--- src/rtl/router_out_arbiter.sv ---
// Round-robin output-port arbiter for the 16x16 router: grants one input channel per frame,
// holds it until the owner drops its request or the hold watchdog expires.
module router_out_arbiter #(
  parameter int N        = 16,
  parameter int IDW      = 4,
  parameter int MAX_HOLD = 1024,
  parameter int CW       = 11
) (
  input  logic           clock,
  input  logic           reset,
  input  logic [N-1:0]   req,
  output logic [N-1:0]   grant,
  output logic [IDW-1:0] owner,
  output logic           busy_n,
  output logic           timeout
);

  typedef enum logic [1:0] {IDLE, BUSY, RELEASE} state_t;

  localparam bit            WD_EN     = (MAX_HOLD != 0);
  localparam logic [CW-1:0] HOLD_LAST = CW'((MAX_HOLD == 0) ? 0 : MAX_HOLD - 1);

  state_t         state_q, state_d;
  logic [IDW-1:0] rr_ptr_q, rr_ptr_d;
  logic [CW-1:0]  hold_cnt_q, hold_cnt_d;
  logic [N-1:0]   grant_d;
  logic [IDW-1:0] owner_d;
  logic           busy_n_d;
  logic           timeout_d;

  logic           win_valid;
  logic [IDW-1:0] win_idx;
  logic [IDW:0]   probe;

  // Rotating priority search: scan downwards so the candidate closest to rr_ptr is written last.
  always_comb begin
    win_valid = 1'b0;
    win_idx   = '0;
    probe     = '0;
    for (int k = N - 1; k >= 0; k--) begin
      probe = {1'b0, rr_ptr_q} + (IDW+1)'(k);
      if (probe >= (IDW+1)'(N)) probe = probe - (IDW+1)'(N);
      if (req[probe[IDW-1:0]]) begin
        win_valid = 1'b1;
        win_idx   = probe[IDW-1:0];
      end
    end
  end

  // NOTE: every signal written here gets a default first, so no path can infer a latch.
  always_comb begin
    state_d    = state_q;
    rr_ptr_d   = rr_ptr_q;
    hold_cnt_d = hold_cnt_q;
    grant_d    = grant;
    owner_d    = owner;
    busy_n_d   = busy_n;
    timeout_d  = 1'b0;

    unique case (state_q)
      IDLE, RELEASE: begin
        if (win_valid) begin
          state_d          = BUSY;
          grant_d          = '0;
          grant_d[win_idx] = 1'b1;
          owner_d          = win_idx;
          busy_n_d         = 1'b0;
          hold_cnt_d       = '0;
        end else begin
          state_d  = IDLE;
          grant_d  = '0;
          busy_n_d = 1'b1;
        end
      end

      BUSY: begin
        if (hold_cnt_q != '1) hold_cnt_d = hold_cnt_q + CW'(1);
        // A dropped request takes precedence, so a frame ending on the watchdog cycle is not a timeout.
        if (!req[owner] || (WD_EN && hold_cnt_q == HOLD_LAST)) begin
          state_d   = RELEASE;
          grant_d   = '0;
          busy_n_d  = 1'b0;
          rr_ptr_d  = (owner == IDW'(N - 1)) ? '0 : owner + IDW'(1);
          timeout_d = req[owner];
        end
      end

      default: begin
        state_d  = IDLE;
        grant_d  = '0;
        busy_n_d = 1'b1;
      end
    endcase
  end

  // NOTE: state registers use non-blocking assignments so all of them update from the same pre-edge values.
  always_ff @(posedge clock) begin
    if (reset) begin
      state_q    <= IDLE;
      rr_ptr_q   <= '0;
      hold_cnt_q <= '0;
      grant      <= '0;
      owner      <= '0;
      busy_n     <= 1'b1;
      timeout    <= 1'b0;
    end else begin
      state_q    <= state_d;
      rr_ptr_q   <= rr_ptr_d;
      hold_cnt_q <= hold_cnt_d;
      grant      <= grant_d;
      owner      <= owner_d;
      busy_n     <= busy_n_d;
      timeout    <= timeout_d;
    end
  end

endmodule
--- config.mk ---
export PLATFORM = sky130hd
export DESIGN_NAME = router_out_arbiter
export DESIGN_NICKNAME = d
export VERILOG_FILES = /design/src/rtl/router_out_arbiter.sv
export SDC_FILE = /design/constraint.sdc
export NUM_CORES = 1
export LEC_CHECK = 0
export CAP_MARGIN = 10
export CORE_ASPECT_RATIO = 0.75
export CORE_MARGIN = 2
export CORE_UTILIZATION = 26
export DETAILED_ROUTE_END_ITERATION = 8
export GPL_ROUTABILITY_DRIVEN = 0
export GPL_TIMING_DRIVEN = 0
export PLACE_DENSITY_LB_ADDON = 0.12
export SYNTH_ARGS = -nofsm -noshare
export SYNTH_HDL_FRONTEND = slang
export SYNTH_SLANG_ARGS = --single-unit
--- constraint.sdc ---
create_clock -name clock -period 4.1 [get_ports clock]
set_input_delay 0.41 -clock clock [delete_from_list [all_inputs] [get_ports clock]]
set_output_delay 0.41 -clock clock [all_outputs]
set_load 0.03 [all_outputs]
Yosys cells after proc, flatten, opt, wreduce, memory -nomap -nowiden

Cells that the tools add are included.

Register bits: 39
Input bits: 18
Output and inout bits: 22
Logic and storage cells: 192

Add/sub/neg operators: 33
Magnitude comparators: 35
Equal/unequal tests: 8
Mux-type cells: 97
Bitwise logic cells: 2
Reduce and logical (&&, ||, !) cells: 10

Operator list:

| operator                                                                            | count |
|---|---|
| 4-bit two-way mux                                                                   | 33 |
| 4-bit by 5-bit less-than comparator with 1-bit output, second input constant        | 18 |
| 5-bit greater-or-equal comparator, second input constant                            | 15 |
| 1-bit binary-select mux with 4-bit select                                           | 17 |
| 4-bit by 1-bit subtractor with 4-bit output, second input constant                  | 16 |
| 4-bit by 4-bit adder with 5-bit output, second input constant                       | 8 |
| 1-bit two-way mux                                                                   | 37 |
| 16-bit two-way mux                                                                  | 2 |
| 16-bit case mux with 2 select lines                                                 | 1 |
| 11-bit two-way mux                                                                  | 2 |
| 11-bit case mux with 2 select lines                                                 | 1 |
| 4-bit by 3-bit adder with 5-bit output, second input constant                       | 4 |
| 11-bit by 1-bit adder with 11-bit output, second input constant                     | 1 |
| 11-bit by 10-bit == test with 1-bit output, second input constant                   | 1 |
| 11-bit inequality test, second input constant                                       | 1 |
| 4-bit by 2-bit adder with 5-bit output, second input constant                       | 2 |
| 2-bit inequality test, second input constant                                        | 3 |
| 4-bit by 1-bit adder with 5-bit output, second input constant                       | 1 |
| 4-bit by 5-bit greater-or-equal comparator with 1-bit output, second input constant | 1 |
| 4-bit by 1-bit adder with 4-bit output, second input constant                       | 1 |
| 1-bit demux with 4-bit select                                                       | 1 |
| 4-bit == test, second input constant                                                | 1 |
| 4-bit by 1-bit greater-or-equal comparator with 1-bit output, second input constant | 1 |
| 2-bit case mux with 2 select lines                                                  | 1 |
| other kinds (14)                                                                    | 16 |

Logic depth before layout (Yosys ltp)

Gate-level depths: netlist of the first run.

Depth after elaboration: 27
Depth in mapped cells: 19
Gate-level depth less buffers: 11

Least setup slack after synthesis of the first run

No wires, ideal clock.

Path kind: reg-to-reg
From: register rr_ptr_q[1]
To: register grant[10]
Library setup time: 0.117 ns
Arrival: 3.989 ns
Required time: 3.983 ns
Path slack: -0.007 ns
Cell stages (with the launch flop): 17
Cell sequence: dfxtp_1 -> buf_4 -> buf_6 -> buf_6 -> clkbuf_1 -> inv_1 -> ha_1 -> buf_2 -> buf_4 -> mux2_2 -> o22ai_1 -> nor3_1 -> o31a_1 -> o21a_1 -> a31oi_2 -> and3b_1 -> a32o_1

Word-level cells in the longest chain between the ends: 27
Elaborated cells on any way between the ends: 134
Those cells by class: add/sub: 31; order compare: 18; mux: 84; reduce/logical: 1

Ends and longest elaborated chain:

| what                                                                                                                                                        | line | text |
|---|---|---|
| from (decl)                                                                                                                                                 | 24   | `logic [IDW-1:0] rr_ptr_q, rr_ptr_d;` |
| from (signal assigned)                                                                                                                                      | 108  | `rr_ptr_q <= rr_ptr_d;` |
| 4-bit by 4-bit adder with 5-bit output                                                                                                                      | 41   | `probe = {1'b0, rr_ptr_q} + (IDW+1)'(k);` |
| 4-bit by 1-bit subtractor with 4-bit output or 5-bit greater-or-equal comparator (tied branches)                                                            | 42   | `if (probe >= (IDW+1)'(N)) probe = probe - (IDW+1)'(N);` |
| 4-bit two-way mux                                                                                                                                           | 42   |  |
| 1-bit binary-select mux with 4-bit select                                                                                                                   | 43   | `if (req[probe[IDW-1:0]]) begin` |
| 1-bit two-way mux (not written as such)                                                                                                                     | 43   |  |
| 4-bit two-way mux (16 in series)                                                                                                                            | 43   |  |
| 4-bit by 5-bit less-than comparator with 1-bit output (not written as such) or 4-bit by 1-bit greater-or-equal comparator with 1-bit output (tied branches) | 65   | `grant_d[win_idx] = 1'b1;` |
| 1-bit logical AND (not written as such)                                                                                                                     | 65   |  |
| 1-bit two-way mux (not written as such)                                                                                                                     | 65   |  |
| 1-bit demux with 4-bit select                                                                                                                               | 65   |  |
| 16-bit two-way mux (*)                                                                                                                                      | 62   | `if (win_valid) begin` |
| 16-bit case mux with 2 select lines (*)                                                                                                                     | 60   | `unique case (state_q)` |
| to (signal assigned)                                                                                                                                        | 110  | `grant <= grant_d;` |
| to (decl)                                                                                                                                                   | 12   | `output logic [N-1:0] grant,` |

Every way passes the cells marked *; elsewhere a longest branch is shown, timed or not. The select of a mux whose other input is x is not followed.
A chain may end at the register's enable or synchronous reset.

Final worst setup path of the first run

From: register rr_ptr_q[1]
To: register grant[14]

The elaborated chain is that of the path after synthesis.

==> metrics, run 1 <==
Initial Util 0.265; first-pass GRT wire length 24400 µm; vias in the first global route 4113; PnR worst setup slack 129 ps; clock root cell clkbuf_16; number of CTS-inserted buffers 5; IR Drop Worst-Case VDD 221 µV; number of H-tree levels 2; share of layout cells above drive strength 1 0.257; EDFF count, synth 0; Async SR Flop Fraction 0; Final nets 564; vias per cell 5.63; Die Span Y 114 µm; Critical Path Sink Type flip-flop; sequential standard cell area 785 µm²; CP bufs+invs 6; CP arrival 4150 ps; Setup CP Type flip-flop to flip-flop; synthesized area per cell 8.85 µm²; Synth area leader dfxtp_1; Worst-path clk slew 60 ps; Die ar. 0.0173 mm²; Largest delay share family, worst path compound AO/OA/AOI/OAI gates; Max-Cap Viols 0; CTS tree yes; Ports 40; Max Slew Vio Count 0; DP Cell Count 726; leakage power 1.75 nW; area grow syn2layout 29.4%; Final setup violation count 0; Pwr Density 864 mW/mm²; fillers 1623; Synth Flop Type dfxtp_1; Non-Filler Cell Area, Final 0.00547 mm²; Unique masters post-synth 75; worst-skew pair later-pin latency 290 ps; drt wl/cell 20.7 µm; vias 4208; Area after DPL 0.00488 mm²; synth top area cells dfxtp_1 (18%), mux4_2 (14%), mux2i_1 (6.9%), mux2_2 (5.1%), nand2_1 (4.3%); pin count of the biggest net entering global routing 19; critical path startpoint category flip-flop; status completed; CP max FO 10; area fraction of the dominant cell type after synthesis 0.185; DRC 0; dpl ws -1020 ps; Hold Path Origin reset; WL final 15500 µm; antenna-violating nets left 0; total global-route track usage 0.184; Crit-path slowest cell mux4_2; Die X 151 µm; drt first-iter violations 396; yosys warns 0; Multi-input gate area 0.00356 mm²; Final Hold Vio Count 0; Syn Nets 505; highest clock rate 252 MHz; Fin Clk Skew 5.65 ps; Crit. Startpoint rr_ptr_q[1]$_SDFFE_PP0P_; measured slew at the worst slew-check pin 623 ps; fin crit period 3970 ps; post-synthesis cell area 0.00423 mm²; Post-Layout Cell Count 748; Post-Synthesis Cells 478; TritonCTS sink count 39; Port-buffer cells 38; core area 0.0160 mm²; post-synthesis sequential area ratio 0.185; DP HPWL 11600 µm; Total Power 4.73 mW; WP data required 4280 ps; ant diodes 0; Critical R2R Launch rr_ptr_q[1]$_SDFFE_PP0P_; post-route clock period utilization 0.968; antenna violations before repair 0; Max transition margin 0.573; total grt overflow 0; slowest stage delay, CP 510 ps; row cnt 40; Worst Hold Class input port to flip-flop; Clock Path Buffers 2; drt pass-1 iters 5; Yosys reg bits 39; crit path cell chain buf_8 -> buf_12 -> clkbuf_8 -> clkinvlp_4 -> ha_4 -> buf_8 -> mux4_2 -> buf_4 -> mux4_2 -> nand3_1 -> a31oi_1 -> o2111ai_1 -> a31oi_2 -> o21ba_2 -> a32o_1; final core utilization 0.343
==> power by group <==
group | internal (mW) | switching, mW
combinational | 1.60 | 2.26
sequential | 0.443 | 0.0529
clock | 0.225 | 0.151
==> through the flow <==
stage	hold slack, ps	TNS [ps]
floorplan	449	0
global placement	448	-31830
detailed placement	445	-30310
CTS	426	0
global route	441	-4.40
finish	439	0
==> layout make-up <==
| class | count | area share |
|---|---|---|
| Multi-Input combinational cell | 402 | 0.651 |
| Sequential cell | 39 | 0.143 |
| Timing Repair Buffer | 54 | 0.0914 |
| Tap cell | 210 | 0.0480 |
| Buffer | 24 | 0.0334 |
| Clock buffer | 7 | 0.0242 |
| Inverter | 11 | 0.00823 |
| Clock inverter | 1 | 0.000914 |
==> sequential cells by signal (all words and copies together) (netlist names) <==
name / count
rr_ptr_q: 4
grant: 16
owner: 4
busy_n: 1
state_q: 2
hold_cnt_q: 11
timeout: 1
==> layer usage <==
layer	up-vias	routed length [µm]	global-route usage
li1	1990	-	-
met1	2049	8170	0.300
met2	153	6070	0.243
met3	16	1090	0.0363
met4	0	153	0.0368
met5	-	0	0
==> final timing paths <==
kind	slack, ps	endpoint	cells after the start
max	130	grant[14]$_SDFFE_PP0P_	15
min	440	rr_ptr_q[3]$_SDFFE_PP0P_	2
max reg2reg	130	grant[14]$_SDFFE_PP0P_	15
min reg2reg	450	grant[5]$_SDFFE_PP0P_	2
==> synth_stat cells, drive strengths merged (4+ instances only) <==
cell    count
or2         4
xnor2      16
o31ai      12
ha          9
and2        4
nand2      48
nand4       6
buf        21
dfxtp      39
inv        11
nand3      17
a32o        8
nor2       38
o211ai      7
mux2i      30
nor3       10
o21ai      16
or3         8
a31oi      10
nor4        5
clkbuf      6
nor2b       9
a21oi      24
mux2       24
o22ai       6
mux4       26
xor2        4
a211oi     11
==> what timing repair did <==
item	in CTS	in global routing
pin swaps	4	11
hold endpoints to repair	0	0
gates cloned	0	1
gates resized for setup	40	22
buffers inserted	8	8
hold buffers	0	0
endpoints found under the setup margin	33	30
==> placed cells by master (no fill, tap or decap), types with 5 or more instances in the layout <==
| cell | Yosys | layout |
|---|---|---|
| inv_1 | 9 | 8 |
| a31oi_1 | 8 | 7 |
| nor3_1 | 10 | 8 |
| mux2_2 | 19 | 18 |
| nand4_1 | 6 | 6 |
| nand2_1 | 48 | 47 |
| mux4_2 | 26 | 26 |
| clkbuf_1 | 6 | 7 |
| buf_2 | 9 | 5 |
| xnor2_1 | 13 | 12 |
| a32o_1 | 8 | 8 |
| dfxtp_1 | 39 | 38 |
| o31ai_1 | 12 | 11 |
| mux2_1 | 5 | 5 |
| a21oi_1 | 24 | 23 |
| buf_4 | 5 | 21 |
| nand3_1 | 17 | 17 |
| nor2_1 | 37 | 37 |
| a211oi_1 | 11 | 10 |
| mux2i_4 | 1 | 6 |
| clkbuf_16 | 0 | 5 |
| mux2i_1 | 29 | 21 |
| nor2b_1 | 8 | 8 |
| ha_1 | 9 | 7 |
| or3_1 | 8 | 8 |
| o211ai_1 | 7 | 7 |
| o21ai_0 | 14 | 13 |
| clkdlybuf4s50_1 | 0 | 38 |
==> cell families (layout without fill, tap and decap cells) <==
logic type,after synthesis,in the layout,share of synthesized area
simple gates,161,161,0.190
buf+inv,38,97,0.0479
compound gates,131,132,0.228
mux,80,80,0.276
flops,39,39,0.185
xor+xnor,20,20,0.0467
fa+ha+maj,9,9,0.0266
Power figures use the tool's default switching activity.
==> inputs of run 2 (changes only) <==
- CORE_UTILIZATION: 26 -> 45
- clock period: 4.1 -> 4.3 ns (I/O delays scaled with it)
==> run 2 against run 1 <==
  * Maximum frequency fell by 4.6%
  * Via count rose by 1.2%
  * Critical path depth stayed put
  * Largest power group unchanged
  * Sequential power fell by 5.2%
==> metrics, run 2 (synthesis gave the netlist of run 1 again) <==
status completed; WP data required 4470 ps (+190 ps); Hold Path Origin grant[13]$_SDFFE_PP0P_; Worst-path clk slew 60 ps (about the same); Final nets 557 (-1.2%); Final Hold Vio Count 0 (unchanged); R2R cell count 15 (unchanged); Final setup violation count 0 (unchanged); Initial Util 0.466 (+0.201); drt first-iter violations 496 (+25%); share of layout cells above drive strength 1 0.245 (-0.0117); pin count of the biggest net entering global routing 20 (+1); measured slew at the worst slew-check pin 579 ps (-43.9 ps); R2R setup slack 140 ps (about the same); ant diodes 0 (unchanged); core area 0.00908 mm² (-43%); vias 4259 (+1.2%); Top reg by flops grant; CP max FO 19 (+9); Crit. Startpoint rr_ptr_q[1]$_SDFFE_PP0P_; Critical R2R Launch rr_ptr_q[1]$_SDFFE_PP0P_; antenna violations before repair 0 (unchanged); CTS hold repair buffers 0 (unchanged); leakage power 1.72 nW (-1.8%); RR Endpoint grant[14]$_SDFFE_PP0P_; area grow syn2layout 24.5%; Port-buffer cells 38 (unchanged); post-route clock period utilization 0.968 (about the same); number of CTS-inserted buffers 5 (unchanged); Setup CP Type flip-flop to flip-flop; Pwr Density 825 mW/mm² (-4.5%); fillers 823 (-49%); GR Util met3 0.0616 (+0.0253); drt pass-1 iters 5 (unchanged); final core utilization 0.580 (+0.237); vias per cell 6.46 (+15%); vias in the first global route 3903 (-5.1%); Worst Hold Class flip-flop to flip-flop; Fin Clk Skew 4.05 ps (-1.60 ps); Largest regs grant (16), hold_cnt_q (11); first-pass GRT wire length 20800 µm (-15%); clock root cell clkbuf_16; TritonCTS sink count 39 (unchanged); total grt overflow 0 (unchanged); DRC 0 (unchanged); antenna-violating nets left 0 (unchanged); max reg flops 16 (unchanged); WL final 13500 µm (-13%); DP HPWL 9980 µm (-14%); Ports 40 (unchanged); crit path to grant[14]$_SDFFE_PP0P_; commonest non-fill, non-tap cells in the layout nand2_1 (47), dfxtp_1 (38), clkdlybuf4s50_1 (38); Max Slew Vio Count 0 (unchanged); Hold Path Depth 2 (unchanged); highest clock rate 240 MHz (-4.6%); drt wl/cell 20.5 µm (-0.83%); CTS tree yes; Critical Path Sink Type flip-flop; Die Span Y 88.0 µm (-23%); Die ar. 0.0102 mm² (-41%); busiest metal layer after global routing met1; worst-case hold slack 454 ps (+15.5 ps); Clock Path Buffers 2 (unchanged); number of H-tree levels 2 (unchanged); total global-route track usage 0.262 (+0.0782); most common cell after layout, fill and taps aside nand2_1; Die X 116 µm (-23%); critical path startpoint category flip-flop; fin crit period 4160 ps (+193 ps); CP arrival 4340 ps (+190 ps); GRT met2 Usage 0.371 (+0.129); IR Drop Worst-Case VDD 323 µV (+46%); Max transition margin 0.603 (+0.0301); row cnt 30 (-25%); M1 GR Usage 0.409 (+0.109); Max-Cap Viols 0 (unchanged); worst-skew pair later-pin latency 280 ps (about the same)
==> run 2: cell count changes in the layout (fill, tap and decap cells not counted), sizes merged <==
cell,previous run,this run
buf,33,27
clkbuf,14,12
bufinv,0,1
==> run 2: timing repair <==
item                                    CTS  global route
cloned                                    0             1
setup buffers                             4             4
endpoints found under the setup margin   33            31
pin swaps                                 3             4
resized for setup                        28            18
==> run 2: worst max-delay path, cell delays in order, from the launching register on <==
cell	delay, ps
dfxtp_2	380
buf_6	170
buf_12	190
clkbuf_8	210
clkinvlp_4	170
ha_4	320
buf_4	180
mux4_2	380
mux4_2	580
nand2b_1	250
nor4_4	270
a31o_1	180
buf_4	180
nor2_1	90
and3b_1	220
a32o_1	270
==> run 2: power by group <==
part           total (mW)  switching, mW  internal [mW]
combinational        3.45           2.06           1.39
sequential          0.470         0.0477          0.422
clock               0.431          0.143          0.288
total                4.35           2.25           2.10
==> run 2: final cells by class <==
type,instances,area (µm²),share of cell area
inverters,11,45.0,0.00855
plain buffers,25,171,0.0325
repair buffers,46,440,0.0836
clock buffers,6,139,0.0264
multi-input cells,402,3490,0.663
clock inverters,2,35.0,0.00665
flip-flops and latches,39,782,0.148
well taps,128,160,0.0304
==> run 2: how the worst min path moves through the flow <==
| stage | to | slack, ps |
|---|---|---|
| after floorplan | hold_cnt_q[1]$_SDFFE_PP0P_ | 450 |
| after global placement | grant[11]$_SDFFE_PP0P_ | 440 |
| after detailed placement | grant[13]$_SDFFE_PP0P_ | 440 |
| after CTS | grant[13]$_SDFFE_PP0P_ | 450 |
| after global routing | rr_ptr_q[3]$_SDFFE_PP0P_ | 460 |
| final | grant[13]$_SDFFE_PP0P_ | 450 |
==> run 2: routing by layer <==
metal,routed length [µm],vias to the layer above
met5,0,-
li1,-,1970
met3,1180,15
met1,6570,2064
met2,5640,210
met4,139,0
==> run 2: through the flow <==
stage | setup slack [ps] | cell area (µm²) | total power [mW] | std cells | setup TNS (ps)
6_report | 136 | 5270 | 4.35 | 659 | 0
5_1_grt | -41.1 | 5270 | 4.58 | 659 | -133
4_1_cts | 14.6 | 5120 | 4.09 | 654 | 0
3_5_place_dp | -958 | 4770 | 3.41 | 644 | -28410
3_3_place_gp | -903 | 4770 | 3.38 | 644 | -26090
2_1_floorplan | 193 | 4230 | 2.70 | 478 | 0
